[src/rtl/multicycle_ctrl_if.sv]
// Control/handshake bundle between the multi-cycle controller and the shared MIPS datapath.
// master = controller side, slave = datapath/memory side.
interface multicycle_ctrl_if;
  logic [5:0] instr_op_i;
  logic       mem_ack_i;
  logic       mem_req_o;
  logic       IorD_o;
  logic       MemRead_o;
  logic       MemWrite_o;
  logic       IRWrite_o;
  logic       PCWrite_o;
  logic       PCWriteCond_o;
  logic       BranchNE_o;
  logic [1:0] PCSource_o;
  logic       ALUSrcA_o;
  logic [1:0] ALUSrcB_o;
  logic [2:0] ALU_op_o;
  logic       RegDst_o;
  logic       MemtoReg_o;
  logic       RegWrite_o;
  logic       instr_done_o;
  logic       fault_o;
  logic [1:0] fault_code_o;
  logic [3:0] state_o;

  modport master (
    input  instr_op_i, mem_ack_i,
    output mem_req_o, IorD_o, MemRead_o, MemWrite_o, IRWrite_o, PCWrite_o,
           PCWriteCond_o, BranchNE_o, PCSource_o, ALUSrcA_o, ALUSrcB_o, ALU_op_o,
           RegDst_o, MemtoReg_o, RegWrite_o, instr_done_o, fault_o, fault_code_o,
           state_o
  );

  modport slave (
    output instr_op_i, mem_ack_i,
    input  mem_req_o, IorD_o, MemRead_o, MemWrite_o, IRWrite_o, PCWrite_o,
           PCWriteCond_o, BranchNE_o, PCSource_o, ALUSrcA_o, ALUSrcB_o, ALU_op_o,
           RegDst_o, MemtoReg_o, RegWrite_o, instr_done_o, fault_o, fault_code_o,
           state_o
  );
endinterface

[src/rtl/multicycle_ctrl.sv]
// Multi-cycle MIPS control FSM: sequences IF/ID/EX/MEM/WB over a shared datapath,
// with a timed request/ack memory handshake and a sticky fault state.
module multicycle_ctrl #(
  parameter int unsigned MEM_TIMEOUT = 16
) (
  input  logic              clk_i,
  input  logic              rst_i,
  multicycle_ctrl_if.master bus
);

  localparam int unsigned CW = $clog2(MEM_TIMEOUT);
  localparam logic [CW-1:0] WAIT_LAST = CW'(MEM_TIMEOUT - 1);

  localparam logic [5:0] OP_RTYPE = 6'b000000;
  localparam logic [5:0] OP_ADDI  = 6'b001000;
  localparam logic [5:0] OP_SLTI  = 6'b001010;
  localparam logic [5:0] OP_LUI   = 6'b001111;
  localparam logic [5:0] OP_ORI   = 6'b001101;
  localparam logic [5:0] OP_BEQ   = 6'b000100;
  localparam logic [5:0] OP_BNE   = 6'b000101;
  localparam logic [5:0] OP_LW    = 6'b100011;
  localparam logic [5:0] OP_SW    = 6'b101011;

  typedef enum logic [3:0] {
    S_IF       = 4'd0,
    S_ID       = 4'd1,
    S_EX_R     = 4'd2,
    S_EX_I     = 4'd3,
    S_EX_BR    = 4'd4,
    S_MEM_ADDR = 4'd5,
    S_MEM_RD   = 4'd6,
    S_MEM_WR   = 4'd7,
    S_WB_R     = 4'd8,
    S_WB_I     = 4'd9,
    S_WB_LW    = 4'd10,
    S_FAULT    = 4'd11
  } state_t;

  state_t          state, nxt_state;
  logic [CW-1:0]   wait_cnt;
  logic [1:0]      fault_code, nxt_code;
  logic            wait_last;
  logic            in_wait_state;

  logic       mem_req, iord, mem_read, mem_write, ir_write, pc_write, pc_write_cond;
  logic       branch_ne, alu_src_a, reg_dst, mem_to_reg, reg_write, instr_done;
  logic [1:0] pc_source, alu_src_b;
  logic [2:0] alu_op;

  assign in_wait_state = (state == S_IF) || (state == S_MEM_RD) || (state == S_MEM_WR);
  // Last permitted cycle of a memory wait; an ack here still takes the normal path.
  assign wait_last     = (wait_cnt == WAIT_LAST);

  always_comb begin
    nxt_state     = state;
    nxt_code      = 2'b00;
    mem_req       = 1'b0;
    iord          = 1'b0;
    mem_read      = 1'b0;
    mem_write     = 1'b0;
    ir_write      = 1'b0;
    pc_write      = 1'b0;
    pc_write_cond = 1'b0;
    branch_ne     = 1'b0;
    pc_source     = 2'b00;
    alu_src_a     = 1'b0;
    alu_src_b     = 2'b00;
    alu_op        = 3'b000;
    reg_dst       = 1'b0;
    mem_to_reg    = 1'b0;
    reg_write     = 1'b0;
    instr_done    = 1'b0;
    case (state)
      S_IF: begin
        mem_req  = 1'b1;
        mem_read = 1'b1;
        if (bus.mem_ack_i) begin
          ir_write  = 1'b1;
          pc_write  = 1'b1;
          alu_src_b = 2'b01;
          nxt_state = S_ID;
        end else if (wait_last) begin
          nxt_state = S_FAULT;
          nxt_code  = 2'b10;
        end
      end
      S_ID: begin
        alu_src_b = 2'b11;
        case (bus.instr_op_i)
          OP_RTYPE:                         nxt_state = S_EX_R;
          OP_ADDI, OP_SLTI, OP_LUI, OP_ORI: nxt_state = S_EX_I;
          OP_BEQ, OP_BNE:                   nxt_state = S_EX_BR;
          OP_LW, OP_SW:                     nxt_state = S_MEM_ADDR;
          default: begin
            nxt_state = S_FAULT;
            nxt_code  = 2'b01;
          end
        endcase
      end
      S_EX_R: begin
        alu_src_a = 1'b1;
        alu_op    = 3'b100;
        nxt_state = S_WB_R;
      end
      S_EX_I: begin
        alu_src_a = 1'b1;
        alu_src_b = 2'b10;
        case (bus.instr_op_i)
          OP_SLTI: alu_op = 3'b100;
          OP_LUI:  alu_op = 3'b010;
          OP_ORI:  alu_op = 3'b011;
          default: alu_op = 3'b000;
        endcase
        nxt_state = S_WB_I;
      end
      S_EX_BR: begin
        alu_src_a     = 1'b1;
        pc_write_cond = 1'b1;
        pc_source     = 2'b01;
        branch_ne     = (bus.instr_op_i == OP_BNE);
        alu_op        = branch_ne ? 3'b101 : 3'b001;
        instr_done    = 1'b1;
        nxt_state     = S_IF;
      end
      S_MEM_ADDR: begin
        alu_src_a = 1'b1;
        alu_src_b = 2'b10;
        if (bus.instr_op_i == OP_LW) begin
          nxt_state = S_MEM_RD;
        end else if (bus.instr_op_i == OP_SW) begin
          nxt_state = S_MEM_WR;
        end else begin
          nxt_state = S_FAULT;
          nxt_code  = 2'b01;
        end
      end
      S_MEM_RD: begin
        mem_req  = 1'b1;
        mem_read = 1'b1;
        iord     = 1'b1;
        if (bus.mem_ack_i) begin
          nxt_state = S_WB_LW;
        end else if (wait_last) begin
          nxt_state = S_FAULT;
          nxt_code  = 2'b10;
        end
      end
      S_MEM_WR: begin
        mem_req   = 1'b1;
        mem_write = 1'b1;
        iord      = 1'b1;
        if (bus.mem_ack_i) begin
          instr_done = 1'b1;
          nxt_state  = S_IF;
        end else if (wait_last) begin
          nxt_state = S_FAULT;
          nxt_code  = 2'b10;
        end
      end
      S_WB_R: begin
        reg_write  = 1'b1;
        reg_dst    = 1'b1;
        instr_done = 1'b1;
        nxt_state  = S_IF;
      end
      S_WB_I: begin
        reg_write  = 1'b1;
        instr_done = 1'b1;
        nxt_state  = S_IF;
      end
      S_WB_LW: begin
        reg_write  = 1'b1;
        mem_to_reg = 1'b1;
        instr_done = 1'b1;
        nxt_state  = S_IF;
      end
      S_FAULT:  nxt_state = S_FAULT;
      default:  nxt_state = S_IF;
    endcase
  end

  always_ff @(posedge clk_i or posedge rst_i) begin
    if (rst_i) begin
      state      <= S_IF;
      wait_cnt   <= '0;
      fault_code <= 2'b00;
    end else begin
      state <= nxt_state;
      // Staying in a wait state means no ack this cycle; any transition restarts the count.
      if (in_wait_state && (nxt_state == state)) begin
        wait_cnt <= wait_cnt + CW'(1);
      end else begin
        wait_cnt <= '0;
      end
      if ((nxt_state == S_FAULT) && (state != S_FAULT)) begin
        fault_code <= nxt_code;
      end
    end
  end

  // Gating by rst_i keeps every strobe low for the whole reset window,
  // so no partial PC/register write can slip out mid-instruction.
  assign bus.mem_req_o     = mem_req & ~rst_i;
  assign bus.IorD_o        = iord & ~rst_i;
  assign bus.MemRead_o     = mem_read & ~rst_i;
  assign bus.MemWrite_o    = mem_write & ~rst_i;
  assign bus.IRWrite_o     = ir_write & ~rst_i;
  assign bus.PCWrite_o     = pc_write & ~rst_i;
  assign bus.PCWriteCond_o = pc_write_cond & ~rst_i;
  assign bus.BranchNE_o    = branch_ne & ~rst_i;
  assign bus.PCSource_o    = rst_i ? '0 : pc_source;
  assign bus.ALUSrcA_o     = alu_src_a & ~rst_i;
  assign bus.ALUSrcB_o     = rst_i ? '0 : alu_src_b;
  assign bus.ALU_op_o      = rst_i ? '0 : alu_op;
  assign bus.RegDst_o      = reg_dst & ~rst_i;
  assign bus.MemtoReg_o    = mem_to_reg & ~rst_i;
  assign bus.RegWrite_o    = reg_write & ~rst_i;
  assign bus.instr_done_o  = instr_done & ~rst_i;
  assign bus.fault_o       = (state == S_FAULT) & ~rst_i;
  assign bus.fault_code_o  = rst_i ? '0 : fault_code;
  assign bus.state_o       = rst_i ? '0 : state;

endmodule

[src/flat_wrapper.sv]
// flat-port wrapper written by rule: the top's interface ports become plain ports
module multicycle_ctrl_flat 
#(
  parameter int unsigned MEM_TIMEOUT = 16
)
  (clk_i, rst_i, bus_instr_op_i, bus_mem_ack_i, bus_mem_req_o, bus_IorD_o, bus_MemRead_o, bus_MemWrite_o, bus_IRWrite_o, bus_PCWrite_o, bus_PCWriteCond_o, bus_BranchNE_o, bus_PCSource_o, bus_ALUSrcA_o, bus_ALUSrcB_o, bus_ALU_op_o, bus_RegDst_o, bus_MemtoReg_o, bus_RegWrite_o, bus_instr_done_o, bus_fault_o, bus_fault_code_o, bus_state_o);
  multicycle_ctrl_if bus_i ();
  input  logic clk_i;
  input  logic rst_i;
  input wire logic [$bits(bus_i.instr_op_i)-1:0] bus_instr_op_i;
  input wire logic [$bits(bus_i.mem_ack_i)-1:0] bus_mem_ack_i;
  output wire logic [$bits(bus_i.mem_req_o)-1:0] bus_mem_req_o;
  output wire logic [$bits(bus_i.IorD_o)-1:0] bus_IorD_o;
  output wire logic [$bits(bus_i.MemRead_o)-1:0] bus_MemRead_o;
  output wire logic [$bits(bus_i.MemWrite_o)-1:0] bus_MemWrite_o;
  output wire logic [$bits(bus_i.IRWrite_o)-1:0] bus_IRWrite_o;
  output wire logic [$bits(bus_i.PCWrite_o)-1:0] bus_PCWrite_o;
  output wire logic [$bits(bus_i.PCWriteCond_o)-1:0] bus_PCWriteCond_o;
  output wire logic [$bits(bus_i.BranchNE_o)-1:0] bus_BranchNE_o;
  output wire logic [$bits(bus_i.PCSource_o)-1:0] bus_PCSource_o;
  output wire logic [$bits(bus_i.ALUSrcA_o)-1:0] bus_ALUSrcA_o;
  output wire logic [$bits(bus_i.ALUSrcB_o)-1:0] bus_ALUSrcB_o;
  output wire logic [$bits(bus_i.ALU_op_o)-1:0] bus_ALU_op_o;
  output wire logic [$bits(bus_i.RegDst_o)-1:0] bus_RegDst_o;
  output wire logic [$bits(bus_i.MemtoReg_o)-1:0] bus_MemtoReg_o;
  output wire logic [$bits(bus_i.RegWrite_o)-1:0] bus_RegWrite_o;
  output wire logic [$bits(bus_i.instr_done_o)-1:0] bus_instr_done_o;
  output wire logic [$bits(bus_i.fault_o)-1:0] bus_fault_o;
  output wire logic [$bits(bus_i.fault_code_o)-1:0] bus_fault_code_o;
  output wire logic [$bits(bus_i.state_o)-1:0] bus_state_o;
  assign bus_i.instr_op_i = bus_instr_op_i;
  assign bus_i.mem_ack_i = bus_mem_ack_i;
  assign bus_mem_req_o = bus_i.mem_req_o;
  assign bus_IorD_o = bus_i.IorD_o;
  assign bus_MemRead_o = bus_i.MemRead_o;
  assign bus_MemWrite_o = bus_i.MemWrite_o;
  assign bus_IRWrite_o = bus_i.IRWrite_o;
  assign bus_PCWrite_o = bus_i.PCWrite_o;
  assign bus_PCWriteCond_o = bus_i.PCWriteCond_o;
  assign bus_BranchNE_o = bus_i.BranchNE_o;
  assign bus_PCSource_o = bus_i.PCSource_o;
  assign bus_ALUSrcA_o = bus_i.ALUSrcA_o;
  assign bus_ALUSrcB_o = bus_i.ALUSrcB_o;
  assign bus_ALU_op_o = bus_i.ALU_op_o;
  assign bus_RegDst_o = bus_i.RegDst_o;
  assign bus_MemtoReg_o = bus_i.MemtoReg_o;
  assign bus_RegWrite_o = bus_i.RegWrite_o;
  assign bus_instr_done_o = bus_i.instr_done_o;
  assign bus_fault_o = bus_i.fault_o;
  assign bus_fault_code_o = bus_i.fault_code_o;
  assign bus_state_o = bus_i.state_o;
  multicycle_ctrl #(.MEM_TIMEOUT(MEM_TIMEOUT)) u_core (.clk_i(clk_i), .rst_i(rst_i), .bus(bus_i));
endmodule
[config.mk]
export PLATFORM = sky130hd
export DESIGN_NAME = multicycle_ctrl_flat
export DESIGN_NICKNAME = d
export VERILOG_FILES = /design/src/rtl/multicycle_ctrl_if.sv /design/src/rtl/multicycle_ctrl.sv /design/src/flat_wrapper.sv
export SDC_FILE = /design/constraint.sdc
export NUM_CORES = 1
export LEC_CHECK = 0
export ABC_AREA = 0
export BUFFER_PORTS_ARGS = -buffer_cell sky130_fd_sc_hd__clkbuf_2
export CAP_MARGIN = 20
export CORE_ASPECT_RATIO = 1.5
export CORE_MARGIN = 4
export CORE_UTILIZATION = 35
export DETAILED_ROUTE_END_ITERATION = 8
export GPL_TIMING_DRIVEN = 1
export SYNTH_ARGS = -nofsm -noshare
export SYNTH_HDL_FRONTEND = slang
export SYNTH_SLANG_ARGS = --single-unit
[constraint.sdc]
create_clock -name clk_i -period 2.2 [get_ports clk_i]
set_clock_uncertainty 0.05 [all_clocks]
set_input_delay 0.11 -clock clk_i [delete_from_list [all_inputs] [get_ports clk_i]]
set_output_delay 0.11 -clock clk_i [all_outputs]
set_load 0.02 [all_outputs]
==> impl_summary.log <==
INFO  metric route.detailed.vias_per_inst = 5.69
INFO  metric yosys_warnings = 0
INFO  metric fin_crit = 2.08 ns
INFO  metric cts-root-to-sink-buffers = 2
INFO  metric critPathLaunchType = flop
INFO  metric ff2ff_setup_slack = 0.12 ns
INFO  metric rsz0062_at_grt = false
INFO  metric crit_buf_inv = 0
INFO  metric globalRouteOverflowTotal = 0
INFO  metric final-max-slew-violation-count = 0
INFO  metric die-area = 0.00401 mm^2
INFO  metric cp_slowest_stage_delay = 0.62 ns
INFO  metric post-place-cells = 212
INFO  metric ff_latch_count_synth = 10
INFO  metric final-instance-count-excl-fill = 218
INFO  metric drt_pre_antenna_iters = 4
INFO  metric ff2ff_path_depth = 6
INFO  metric wirelength = 3130 um
INFO  metric grt_pass1_wl = 5040 um
INFO  metric first_global_vias = 1176
INFO  metric core_area = 0.00291 mm^2
INFO  metric synth_cell_type_count = 51
INFO  metric critical_path_peak_fanout = 7
INFO  metric critical_path.endpoint = u_core.wait_cnt[1]
INFO  metric clock_tree.root_cell = sky130_fd_sc_hd__clkbuf_8
INFO  metric clock-sinks = 10
INFO  metric regToRegEndpoint = u_core.wait_cnt[1]
INFO  metric p_per_area = 348 mW/mm^2
INFO  metric area_delta_synth_final = 28.9%
INFO  metric drc = 0
INFO  metric cts_tree = yes
INFO  metric floorplan.initialDensity = 0.366
INFO  metric proportion_of_layout_cells_with_a_drive_suffix_above_1 = 0.324
INFO  metric path_cells = ha_1 > a31oi_1 > or4_1 > a21oi_1 > or4_4 > o31ai_4
INFO  metric worstPathArrival = 2.18 ns
INFO  metric worst_skew_pair.late_latency = 0.24 ns
INFO  metric final.setup.tns = 0 ns
INFO  metric mostFrequentLayoutCell = sky130_fd_sc_hd__clkbuf_2
INFO  metric regToRegStartpoint = u_core.wait_cnt[0]
INFO  metric chipHeight = 75.6 um
INFO  metric final.fill_count = 306
INFO  metric layout.nets = 190
INFO  metric antenna_found_initial = 0
INFO  metric critical-path-slowest-cell = sky130_fd_sc_hd__or4_4
INFO  metric clock.fmax = 481 MHz
INFO  metric clk_pin_slew_worst_paths = 0.05 ns
INFO  metric seq_area_frac_synth = 0.235
INFO  metric ioPinCount = 36
INFO  metric maxCapViolCount = 0
INFO  metric power.static_leakage = 0.614 nW
INFO  metric timing.critical_path.required = 2.30 ns
INFO  metric via_count = 1240
INFO  metric mappedNetlistArea = 0.00106 mm^2
INFO  metric postSynthCellCount = 142
INFO  metric timing_worst_setup_path_type = reg -> reg
INFO  metric grt_usage = 0.164
INFO  metric synth.net_count = 152
INFO  metric synthArstFlopShare = 1.00
INFO  metric commonest_cells_after_routing_fill_and_taps_aside = sky130_fd_sc_hd__clkbuf_2 (34), sky130_fd_sc_hd__nor2_1 (15), sky130_fd_sc_hd__nand2_1 (11), sky130_fd_sc_hd__buf_4 (11)
INFO  metric cp_top_family = simple AND/OR/NAND/NOR gates
INFO  metric stages_on_worst_setup_path = 6
INFO  metric hold_viol_final = 0
INFO  metric antenna_cells_inserted = 0
INFO  metric wire_per_inst = 14.4 um
INFO  metric grt_max_degree = 15
INFO  metric final_clock_period_utilization_by_the_worst_path = 0.945
INFO  metric die_x = 53.0 um
INFO  metric cts_inserted_buffers = 3
INFO  metric post-dp-hpwl = 2510 um
INFO  metric detail-route-antenna-nets = 0
INFO  metric hold_start = bus_instr_op_i[5]
INFO  metric numPortBuffers = 34
INFO  metric detailedRoute.firstIterationViolations = 48
INFO  metric setup.worst_path.start = u_core.wait_cnt[0]
INFO  metric setup_viol_count_final = 0
INFO  metric gp_routability_congestion = 0.804
INFO  metric synth_enable_flop_cells = 0
INFO  metric floorplan.rows = 24
INFO  metric ys.flop_type = sky130_fd_sc_hd__dfrtp_1
INFO  metric worstSetupEndpointType = flop
INFO  metric number_of_levels_in_the_clock_h_tree = 1
INFO  metric hold-path-cell-count = 4
INFO  metric status = completed
INFO  metric hp-class = in -> reg
INFO  metric worst_ir_drop_vdd = 0.390 mV
INFO  metric syn_area_per_cell = 7.50 um^2
cell type report:
cell class,count,area [um^2],area share
sequential,10,251,0.183
inverter,6,22.5,0.0164
clock buffer,4,55.1,0.0401
tap,39,48.8,0.0356
timing repair buffer,46,263,0.191
multi-input combinational,113,732,0.533
metal layers:
layer,vias up,track usage,share of wire
li1,603,-,-
met1,593,0.190,0.40
met2,34,0.296,0.53
met3,10,0.0176,0.039
met4,0,0.0767,0.022
met5,-,0,0
state kept, by name, summed over array words and instances (netlist names):
name	count
u_core.wait_cnt	4
u_core.fault_code	2
u_core.state	4
synthesized netlist by cell type (all sizes together), types with 2 or more instances:
cell type	instances	area share
a211o	2	0.016
a211oi	3	0.026
a21oi	6	0.028
a31o	2	0.016
a31oi	3	0.018
and4	2	0.016
buf	5	0.036
clkbuf	8	0.028
dfrtp	10	0.24
inv	6	0.021
nand2	11	0.039
nand2b	2	0.012
nand3	9	0.042
nand4b	2	0.016
nor2	15	0.053
nor2b	6	0.035
nor3	8	0.038
nor4	3	0.018
o211ai	2	0.014
o21ai	2	0.0094
o31ai	2	0.027
o32ai	2	0.016
or2b	2	0.015
or3	3	0.018
or4	5	0.035
xor2	2	0.016
metrics by stage:
step	setup WS, ns	power (mW)	area, um^2	hold slack (ns)	utilization
final	0.121	0.478	1370	0.267	0.471
after global routing	0.00101	0.499	1370	0.335	0.471
after CTS	0.0689	0.484	1370	0.265	0.469
after detailed placement	0.00683	0.249	1290	0.242	0.445
after global placement	0.0801	0.247	1290	0.227	0.445
after floorplan	0.0561	0.221	1070	-0.0650	-
tightest hold or removal path: stages:
cell                       delay, ns
sky130_fd_sc_hd__clkbuf_2       0.13
sky130_fd_sc_hd__nor4_1         0.06
sky130_fd_sc_hd__o21ai_0        0.15
sky130_fd_sc_hd__a21oi_1        0.07
worst min path at each step:
stage,end
2_1_floorplan,u_core.fault_code[0]
3_3_place_gp,u_core.state[3]
3_5_place_dp,u_core.fault_code[0]
4_1_cts,u_core.state[2]
5_1_grt,u_core.state[2]
6_report,u_core.state[2]
timing repair:
| item | in CTS | in global routing |
|---|---|---|
| hold buffers | 1 | 0 |
| endpoints found under the setup margin | 2 | 2 |
| hold endpoints to repair | 10 | 0 |
| setup buffers | 0 | 1 |
| resized for setup | 2 | 0 |
| pin swaps | 0 | 0 |
logic make-up (layout without fill, tap and decap cells):
logic type / Yosys count / in the layout / share of synthesized area
flip-flops: 10 / 10 / 0.235
adder cells (fa/ha/maj): 1 / 1 / 0.0117
AND/OR/NAND/NOR: 74 / 74 / 0.382
XOR/XNOR: 3 / 3 / 0.0247
other: 1 / 1 / 0.00352
AO/OA/AOI/OAI: 34 / 34 / 0.257
buffers and inverters: 19 / 56 / 0.0858
power by group:
part	total [mW]	internal, mW	switching, mW
sequential	0.184	0.184	0
clock	0.230	0.157	0.0728
combinational	0.0631	0.0212	0.0419
No activity file was read; power rests on OpenSTA's default activity.
